## src/rtl/vtg_pkg.sv

```systemverilog
// Shared types and 1080p60 default timing for the video timing generator.
package vtg_pkg;

   // Phase of one raster axis, walked in this order and wrapping back to PH_ACTIVE.
   typedef enum logic [1:0] {
      PH_ACTIVE = 2'd0,
      PH_FP     = 2'd1,
      PH_SYNC   = 2'd2,
      PH_BP     = 2'd3
   } phase_e;

   localparam int unsigned VTG_H_ACTIVE = 1920;
   localparam int unsigned VTG_H_FP     = 88;
   localparam int unsigned VTG_H_SYNC   = 44;
   localparam int unsigned VTG_H_BP     = 148;
   localparam int unsigned VTG_V_ACTIVE = 1080;
   localparam int unsigned VTG_V_FP     = 4;
   localparam int unsigned VTG_V_SYNC   = 5;
   localparam int unsigned VTG_V_BP     = 36;
   localparam int unsigned VTG_CW       = 12;

endpackage

```

## src/rtl/vtg_axis_counter.sv

```systemverilog
// One raster axis: position counter plus ACTIVE/FP/SYNC/BP phase tracker.
module vtg_axis_counter
   import vtg_pkg::*;
#(
   parameter int unsigned ACTIVE = VTG_H_ACTIVE,
   parameter int unsigned FP     = VTG_H_FP,
   parameter int unsigned SYNC   = VTG_H_SYNC,
   parameter int unsigned BP     = VTG_H_BP,
   parameter int unsigned CW     = VTG_CW
) (
   input  logic          clk_i,
   input  logic          rst_ni,
   input  logic          inc_i,
   output logic [CW-1:0] cnt_o,
   output phase_e        phase_o
);

   localparam int unsigned TOTAL = ACTIVE + FP + SYNC + BP;

   // Last position of each phase, fixed at elaboration.
   localparam logic [CW-1:0] LAST_ACTIVE = CW'(ACTIVE - 1);
   localparam logic [CW-1:0] LAST_FP     = CW'(ACTIVE + FP - 1);
   localparam logic [CW-1:0] LAST_SYNC   = CW'(ACTIVE + FP + SYNC - 1);
   localparam logic [CW-1:0] LAST_TOTAL  = CW'(TOTAL - 1);

   logic [CW-1:0] cnt_q;
   logic [CW-1:0] cnt_d;
   logic          wrap_c;
   phase_e        phase_q;

   assign wrap_c = (cnt_q == LAST_TOTAL);

   // Next position: wrap to zero after the last position of the axis.
   always_comb begin
      cnt_d = cnt_q + CW'(1);
      if (wrap_c) begin
         cnt_d = '0;
      end
   end

   // Counter and phase advance together so the phase always matches the count.
   always_ff @(posedge clk_i or negedge rst_ni) begin
      if (!rst_ni) begin
         cnt_q   <= '0;
         phase_q <= PH_ACTIVE;
      end else if (inc_i) begin
         cnt_q <= cnt_d;
         unique case (phase_q)
            PH_ACTIVE: if (cnt_q == LAST_ACTIVE) phase_q <= PH_FP;
            PH_FP:     if (cnt_q == LAST_FP)     phase_q <= PH_SYNC;
            PH_SYNC:   if (cnt_q == LAST_SYNC)   phase_q <= PH_BP;
            PH_BP:     if (cnt_q == LAST_TOTAL)  phase_q <= PH_ACTIVE;
            default:                             phase_q <= PH_ACTIVE;
         endcase
      end
   end

   assign cnt_o   = cnt_q;
   assign phase_o = phase_q;

endmodule

```

## src/rtl/video_timing_gen.sv

```systemverilog
// Raster timing generator: registered coordinates, hsync, vsync, de and start pulses.
// Optional frame counter output is enabled by defining VTG_FRAME_COUNT_EN.
module video_timing_gen
   import vtg_pkg::*;
#(
   parameter int unsigned H_ACTIVE = VTG_H_ACTIVE,
   parameter int unsigned H_FP     = VTG_H_FP,
   parameter int unsigned H_SYNC   = VTG_H_SYNC,
   parameter int unsigned H_BP     = VTG_H_BP,
   parameter int unsigned V_ACTIVE = VTG_V_ACTIVE,
   parameter int unsigned V_FP     = VTG_V_FP,
   parameter int unsigned V_SYNC   = VTG_V_SYNC,
   parameter int unsigned V_BP     = VTG_V_BP,
   parameter bit          H_POL    = 1'b1,
   parameter bit          V_POL    = 1'b1,
   parameter int unsigned CW       = VTG_CW
) (
   input  logic          pixclk,
   input  logic          reset,
   input  logic          en,
   output logic [CW-1:0] counter_x,
   output logic [CW-1:0] counter_y,
   output logic          hsync,
   output logic          vsync,
   output logic          de,
   output logic          line_start,
   output logic          frame_start
`ifdef VTG_FRAME_COUNT_EN
   ,
   output logic [15:0]   frame_count
`endif
);

   localparam int unsigned H_TOTAL = H_ACTIVE + H_FP + H_SYNC + H_BP;

   logic [CW-1:0] pos_x;
   logic [CW-1:0] pos_y;
   phase_e        h_phase;
   phase_e        v_phase;
   logic          h_wrap_c;
   logic          v_inc_c;

   assign h_wrap_c = (pos_x == CW'(H_TOTAL - 1));
   assign v_inc_c  = en & h_wrap_c;

   vtg_axis_counter #(
      .ACTIVE (H_ACTIVE),
      .FP     (H_FP),
      .SYNC   (H_SYNC),
      .BP     (H_BP),
      .CW     (CW)
   ) u_h_axis (
      .clk_i   (pixclk),
      .rst_ni  (reset),
      .inc_i   (en),
      .cnt_o   (pos_x),
      .phase_o (h_phase)
   );

   vtg_axis_counter #(
      .ACTIVE (V_ACTIVE),
      .FP     (V_FP),
      .SYNC   (V_SYNC),
      .BP     (V_BP),
      .CW     (CW)
   ) u_v_axis (
      .clk_i   (pixclk),
      .rst_ni  (reset),
      .inc_i   (v_inc_c),
      .cnt_o   (pos_y),
      .phase_o (v_phase)
   );

   logic [CW-1:0] counter_x_q, counter_x_d;
   logic [CW-1:0] counter_y_q, counter_y_d;
   logic          hsync_q, hsync_d;
   logic          vsync_q, vsync_d;
   logic          de_q, de_d;
   logic          line_start_q, line_start_d;
   logic          frame_start_q, frame_start_d;

   // Decode syncs and draw area from the axis phases for the current position.
   always_comb begin
      counter_x_d   = pos_x;
      counter_y_d   = pos_y;
      hsync_d       = ~H_POL;
      vsync_d       = ~V_POL;
      de_d          = (h_phase == PH_ACTIVE) && (v_phase == PH_ACTIVE);
      line_start_d  = (pos_x == '0);
      frame_start_d = (pos_x == '0) && (pos_y == '0);
      if (h_phase == PH_SYNC) hsync_d = H_POL;
      if (v_phase == PH_SYNC) vsync_d = V_POL;
   end

   // Output registers: one position of latency, frozen while en is low.
   always_ff @(posedge pixclk or negedge reset) begin
      if (!reset) begin
         counter_x_q   <= '0;
         counter_y_q   <= '0;
         hsync_q       <= ~H_POL;
         vsync_q       <= ~V_POL;
         de_q          <= 1'b0;
         line_start_q  <= 1'b0;
         frame_start_q <= 1'b0;
      end else if (en) begin
         counter_x_q   <= counter_x_d;
         counter_y_q   <= counter_y_d;
         hsync_q       <= hsync_d;
         vsync_q       <= vsync_d;
         de_q          <= de_d;
         line_start_q  <= line_start_d;
         frame_start_q <= frame_start_d;
      end
   end

   assign counter_x   = counter_x_q;
   assign counter_y   = counter_y_q;
   assign hsync       = hsync_q;
   assign vsync       = vsync_q;
   assign de          = de_q;
   assign line_start  = line_start_q;
   assign frame_start = frame_start_q;

`ifdef VTG_FRAME_COUNT_EN
   logic [15:0] frame_count_q;

   // Frame counter steps on the same edge that registers frame_start high.
   always_ff @(posedge pixclk or negedge reset) begin
      if (!reset) begin
         frame_count_q <= '0;
      end else if (en && frame_start_d) begin
         frame_count_q <= frame_count_q + 16'd1;
      end
   end

   assign frame_count = frame_count_q;
`endif

endmodule

```

## config.mk

```make
export PLATFORM = sky130hd
export DESIGN_NAME = video_timing_gen
export DESIGN_NICKNAME = d
export VERILOG_FILES = /design/src/rtl/vtg_pkg.sv /design/src/rtl/vtg_axis_counter.sv /design/src/rtl/video_timing_gen.sv
export SDC_FILE = /design/constraint.sdc
export NUM_CORES = 1
export LEC_CHECK = 0
export ABC_AREA = 1
export ABC_CLOCK_PERIOD_IN_PS = 1500
export CAP_MARGIN = 20
export CORE_ASPECT_RATIO = 1.1
export CORE_MARGIN = 5
export CORE_UTILIZATION = 51
export CTS_CLUSTER_SIZE = 10
export DETAILED_ROUTE_END_ITERATION = 10
export GPL_ROUTABILITY_DRIVEN = 0
export GPL_TIMING_DRIVEN = 0
export PLACE_DENSITY = 0.76
export SLEW_MARGIN = 10
export SYNTH_ARGS = -nofsm -noshare
export SYNTH_HDL_FRONTEND = slang
export SYNTH_SLANG_ARGS = --single-unit
export TNS_END_PERCENT = 1
```

## constraint.sdc

```tcl
create_clock -name pixclk -period 1.5 [get_ports pixclk]
set_input_delay 0.375 -clock pixclk [delete_from_list [all_inputs] [get_ports pixclk]]
set_output_delay 0.375 -clock pixclk [all_outputs]
set_load 0.02 [all_outputs]
```

# Yosys cells after proc, flatten, opt, wreduce, memory -nomap -nowiden
# Index checks and enable logic that the tools add are counted.
classes:
  n_addsub: 2
  bitwise_logic: 1
  mux: 14
  n_eq_ne: 22
  n_reduce_logical: 8
ops:
  columns: ["op", "n"]
  rows:
  - ["12-bit by 11-bit == test with 1-bit output (second input constant)", 6]
  - ["12-bit by 1-bit adder with 12-bit output (second input constant)", 2]
  - ["12-bit == test (second input constant)", 2]
  - ["12-bit logical NOT", 2]
  - ["12-bit 2-to-1 mux", 2]
  - ["2-bit 2-to-1 mux", 8]
  - ["2-bit case mux with 4 select lines", 2]
  - ["2-bit by 1-bit != test with 1-bit output (second input constant)", 7]
  - ["5-bit AND reduction", 2]
  - ["2-bit == test (second input constant)", 4]
  - ["2-bit by 1-bit == test with 1-bit output (second input constant)", 2]
  - ["2-bit logical NOT", 2]
  - ["1-bit logical AND", 2]
  - ["1-bit 2-to-1 mux", 2]
  - ["2-bit != test (second input constant)", 1]
  - ["1-bit AND", 1]
word_totals:
  register_bits: 57
  inputBits: 3
  out_inout_bits: 29

# Logic depth before layout (Yosys ltp)
# Gate-level depths: netlist (run 1).
logic_depth:
  word_depth: 3
  mapped_depth: 11
  mapped_depth_nobuf: 11

# By module
# A second synthesis (run 1) with hierarchy kept.
unflattened:
  hier_cells: 387
  area_unflattened_um2: 3069.2
modules_own_cells:
  columns: ["mod", "instances", "area_per_inst_um2", "cells_each", "seq_area_each_um2"]
  rows:
  - ["video_timing_gen", 1, 1244.9, 146, 725.7]
  - ["vtg_axis_counter at u_h_axis", 1, 922.1, 124, 350.3]
  - ["vtg_axis_counter at u_v_axis", 1, 902.1, 117, 350.3]

# Worst setup path after synthesis (run 1)
# OpenSTA, ideal clock, no wires.
synth_timing:
  path_kind: "reg-to-reg"
  start: "register u_v_axis.cnt_q[0] (netlist: u_v_axis.cnt_o[0])"
  end: "register u_v_axis.phase_q[0] (netlist: u_v_axis.phase_o[0])"
  setup_slack_ps: 52
  arrival_time_ps: 1331
  setup_ps: 117
  synth_period_minus_slack_ps: 1448
  path_stages_with_launch: 12
  path_buffers: 0
  path_cell_list: "dfrtp_1 -> inv_2 -> ha_1 -> nand2_1 -> nor2_1 -> nand3_1 -> nand2_1 -> nand2_1 -> nor2_1 -> nand2_1 -> nand2_1 -> nand2_1"
synth_via:
  elab_chain_len: 3
  word_cells_on_any_way: 9
synth_rtl:
  columns: ["element", "line_no", "text"]
  rows:
  - ["from (decl)", "vtg_axis_counter.sv:26", "logic [CW-1:0] cnt_q;"]
  - ["from (signal assigned)", "vtg_axis_counter.sv:47", "cnt_q <= cnt_d;"]
  - ["12-bit by 11-bit == test with 1-bit output, on equally long branches", null, null]
  - ["2-bit by 1-bit != test with 1-bit output (no line)", null, null]
  - ["5-bit AND reduction (no line) (*)", null, null]
  - ["to (signal assigned)", "vtg_axis_counter.sv:51", "PH_SYNC: if (cnt_q == LAST_SYNC) phase_q <= PH_BP;"]
  - ["to (signal assigned)", "vtg_axis_counter.sv:52", "PH_BP: if (cnt_q == LAST_TOTAL) phase_q <= PH_ACTIVE;"]
  - ["to (signal assigned)", "vtg_axis_counter.sv:53", "default: phase_q <= PH_ACTIVE;"]
  - ["to (decl)", "vtg_axis_counter.sv:29", "phase_e phase_q;"]
# Every way passes the cells marked *; elsewhere a longest branch is shown, timed or not.
# A chain may end at the register's enable or synchronous reset.

# Final worst setup path (run 1)
layout_timing:
  start: "register u_h_axis.cnt_q[0] (netlist: u_h_axis.cnt_o[0])"
  end: "register u_v_axis.cnt_q[11] (netlist: u_v_axis.cnt_o[11])"
layout_via:
  elab_chain_len: 2
layout_rtl:
  columns: ["element", "line_no", "text"]
  rows:
  - ["from (decl)", "vtg_axis_counter.sv:26", null]
  - ["from (signal assigned)", "vtg_axis_counter.sv:47", null]
  - ["12-bit == test", "video_timing_gen.sv:43", "assign h_wrap_c = (pos_x == CW'(H_TOTAL - 1));"]
  - ["1-bit AND", "video_timing_gen.sv:44", "assign v_inc_c = en & h_wrap_c;"]
# No other way between the ends.

==> key figures, run 1 <==
CTS
  • Clk slew on worst S/H paths: 80 ps
  • Clock buffer depth: 2
  • H-tree Lvls: 3
  • CTS Hold Bufs: 0
  • TritonCTS Buffers: 9
  • Clock latency on the worst-skew pair: 340 ps
  • TritonCTS clock tree: yes
  • Root Buffer: clkbuf_8
  • CTS Sinks: 57

Cells and area
  • Post-route cell area: 0.00373 mm²
  • Layout net count: 431
  • Layout cells sized above 1: 16.6%
  • Layout area overhead: 24.4%
  • Ant diodes: 0

Routing
  • Starting DRT DRC Count: 149
  • Vias per cell: 5.20
  • Antenna-violating nets left: 0
  • Routed wire length: 7.02 mm
  • Vias: 2,592
  • Detailed-route DRC error count: 0
  • DRT Pass-1 Iters: 4
  • Routed WL per cell: 14.1 µm

Yosys
  • Top FF cell, synth: dfrtp_1
  • Synthesized cell area: 0.00300 mm²
  • List of most frequent post-synthesis cells: 105 x nand2_1, 57 x dfrtp_1, 36 x inv_1
  • Ranking of synthesized cells by area: dfrtp_1 48%, nand2_1 13%, nand3_1 5.7%
  • Seq/Total Area, Yosys: 47.5%
  • Post-Syn Instances: 368
  • Synth top area share: 47.5%
  • Syn_nets: 383
  • Post-synth EDFFs: 0
  • Synth Register Bits: 57
  • Most frequent cell after synthesis: nand2_1
  • Post-synth top area cell: dfrtp_1
  • Yosys Warn Count: 0
  • Synth cell types: 29
  • Fraction of registers with async set/reset: 100%
  • Avg Cell Area, Syn: 8.16 µm²

Timing
  • FMAX: 629 MHz
  • Final setup vio count: 14
  • Fin crit period: 1590 ps
  • Worst hold slack: 71.5 ps
  • Clk_skew: 13.2 ps
  • Setup ws final: -89.4 ps
  • RSZ-0062 raised after global routing: true
  • Final period utilization: 106%
  • Max Transition Viols Final: 0
  • Worst slew pin tran: 719 ps
  • Setup TNS Final: -539 ps
  • Rel. slew slack: 52.1%
  • Final hold vios: 0

Place
  • DP Area: 0.00341 mm²
  • Setup Slack @ Placement: -537 ps
  • DPL Wire Length: 4.99 mm
  • Port Buf Inserts: 31

Power
  • Total power: 5.27 mW
  • Sw frac: 37.0%
  • Clock Power Share: 31.4%
  • Comb pwr share: 27.9%
  • Reg power frac: 40.7%
  • P_sw: 1.95 mW
  • Worst vdd ir: 981 µV
  • Leakage: 1.79 nW
  • Pint: 3.32 mW
  • PwrDens: 1410 mW/mm²

Global routing
  • Met3 global-route usage: 4.56%
  • Initial antenna violation count: 0
  • Met1 Use GR: 21.8%
  • Global route hottest layer: met2
  • First-pass GRT wire length: 11.8 mm
  • Gr ovfl total: 0
  • Largest net degree at the start of global routing: 58
  • Met2 Resource Use GR: 33.6%
  • Vias in the first global route: 2,659
  • Total GRT Usage: 19.1%

Run status
  • Violated checks: setup timing
  • Status: finished with violations

Worst setup path
  • CP Launch Type: register
  • CP Class: reg -> reg
  • Worst Path Arrival: 1810 ps
  • CP max FO: 7
  • Required @ worst endpoint: 1720 ps
  • Crit end category: register

Floorplanning
  • Core area: 0.00573 mm²
  • Die width: 83.1 µm
  • # rows: 29
  • Ports: 32
  • Die ar.: 0.00752 mm²
  • Chip Height: 90.5 µm
  • Initial Utilization: 52.4%

Job
  • Max_cap viols: 0

Min path
  • Min-Delay Path Class: in -> async
-- metal layers --
layer	share of wire (%)	routed length (µm)	vias up
li1	-	-	1281
met1	41	2860	1234
met2	53	3730	62
met3	4.1	286	15
met4	2.0	137	0
met5	0	0	-
-- layout make-up --
| type | instances | area [µm²] |
|---|---|---|
| multi-input cells | 262 | 1460 |
| fillers | 514 | 2000 |
| repair buffers | 37 | 315 |
| plain buffers | 8 | 42.5 |
| well taps | 77 | 96.3 |
| clock inverters | 6 | 91.3 |
| clock buffers | 10 | 138 |
| flip-flops and latches | 57 | 1430 |
| inverters | 41 | 156 |
-- placed cells by master (no fill, tap or decap), drive strengths merged --
cell,instances
o22ai,2
buf,10
xor2,9
bufinv,2
dlygate4sd2,30
clkbuf,15
o21ai,27
nor2,35
ha,12
clkinv,1
nand4,4
inv,41
nand2,107
clkinvlp,3
nand3,39
a211oi,1
a31oi,1
nor3,14
dfrtp,57
o21a,1
or2,1
nor4,1
a21o,1
a21oi,7
-- registers in the layout, indices dropped and copies added (netlist names) --
signal and flops:
u_h_axis.phase_o 2, counter_y 12, u_h_axis.cnt_o 12, hsync 1, vsync 1, counter_x 12, de 1, frame_start 1
u_v_axis.cnt_o 12, line_start 1, u_v_axis.phase_o 2
-- what timing repair did --
action,4_1_cts,5_1_grt
pin swaps,4,9
resized for setup,45,14
endpoints found under the setup margin,78,21
buffers inserted,0,6
-- power by group through the flow --
stage,Combinational (mW),Sequential (mW),Clock [mW]
2_1_floorplan,0.768,2.26,0
3_3_place_gp,1.41,2.14,0
3_5_place_dp,1.44,2.15,0
4_1_cts,1.39,2.14,1.67
5_1_grt,1.64,2.19,1.75
6_report,1.47,2.15,1.65
-- worst max-delay path, cell delays in order, from the launching register on --
cell and delay (ps):
dfrtp_1 410, ha_4 170, nand2_4 70, nor2_4 220, nand3_2 120, nor2_4 210
nand3_1 120, xor2_1 160
-- through the flow --
stage | instances | utilization [%]
2_1_floorplan | 368 | -
3_3_place_gp | 476 | 59.5
3_5_place_dp | 476 | 59.4
4_1_cts | 492 | 63.8
5_1_grt | 498 | 65.1
6_report | 498 | 65.1
-- final timing paths --
check / from / endpoint / slack, ps / cells past startpoint
setup / recovery: u_h_axis.cnt_o[0]$_DFFE_PN0P_ / u_v_axis.cnt_o[11]$_DFFE_PN0P_ / -90 / 7
hold / removal: reset / counter_x[8]$_DFFE_PN0P_ / 70 / 1
setup reg to reg: u_h_axis.cnt_o[0]$_DFFE_PN0P_ / u_v_axis.cnt_o[11]$_DFFE_PN0P_ / -90 / 7
hold reg to reg: counter_x[2]$_DFFE_PN0P_ / counter_x[2]$_DFFE_PN0P_ / 470 / 2
max in group asynchronous: reset / u_v_axis.cnt_o[0]$_DFFE_PN0P_ / 880 / 1
min in group pixclk: counter_x[2]$_DFFE_PN0P_ / counter_x[2]$_DFFE_PN0P_ / 470 / 2
-- cells by family after synthesis --
family / after synthesis / synth area share, %
AND/OR/NAND/NOR: 201 / 31.3
flip-flops: 57 / 47.5
buffers and inverters: 49 / 6.46
AO/OA/AOI/OAI: 40 / 7.04
adder cells (fa/ha/maj): 12 / 5.00
XOR/XNOR: 9 / 2.63
Power figures use the tool's default switching activity.
==> run 2: changes to the inputs <==
- CTS_CLUSTER_SIZE: 10 -> unset
==> results of run 2 <==
Final layout, timing and power as in run 1 (identical DEF).
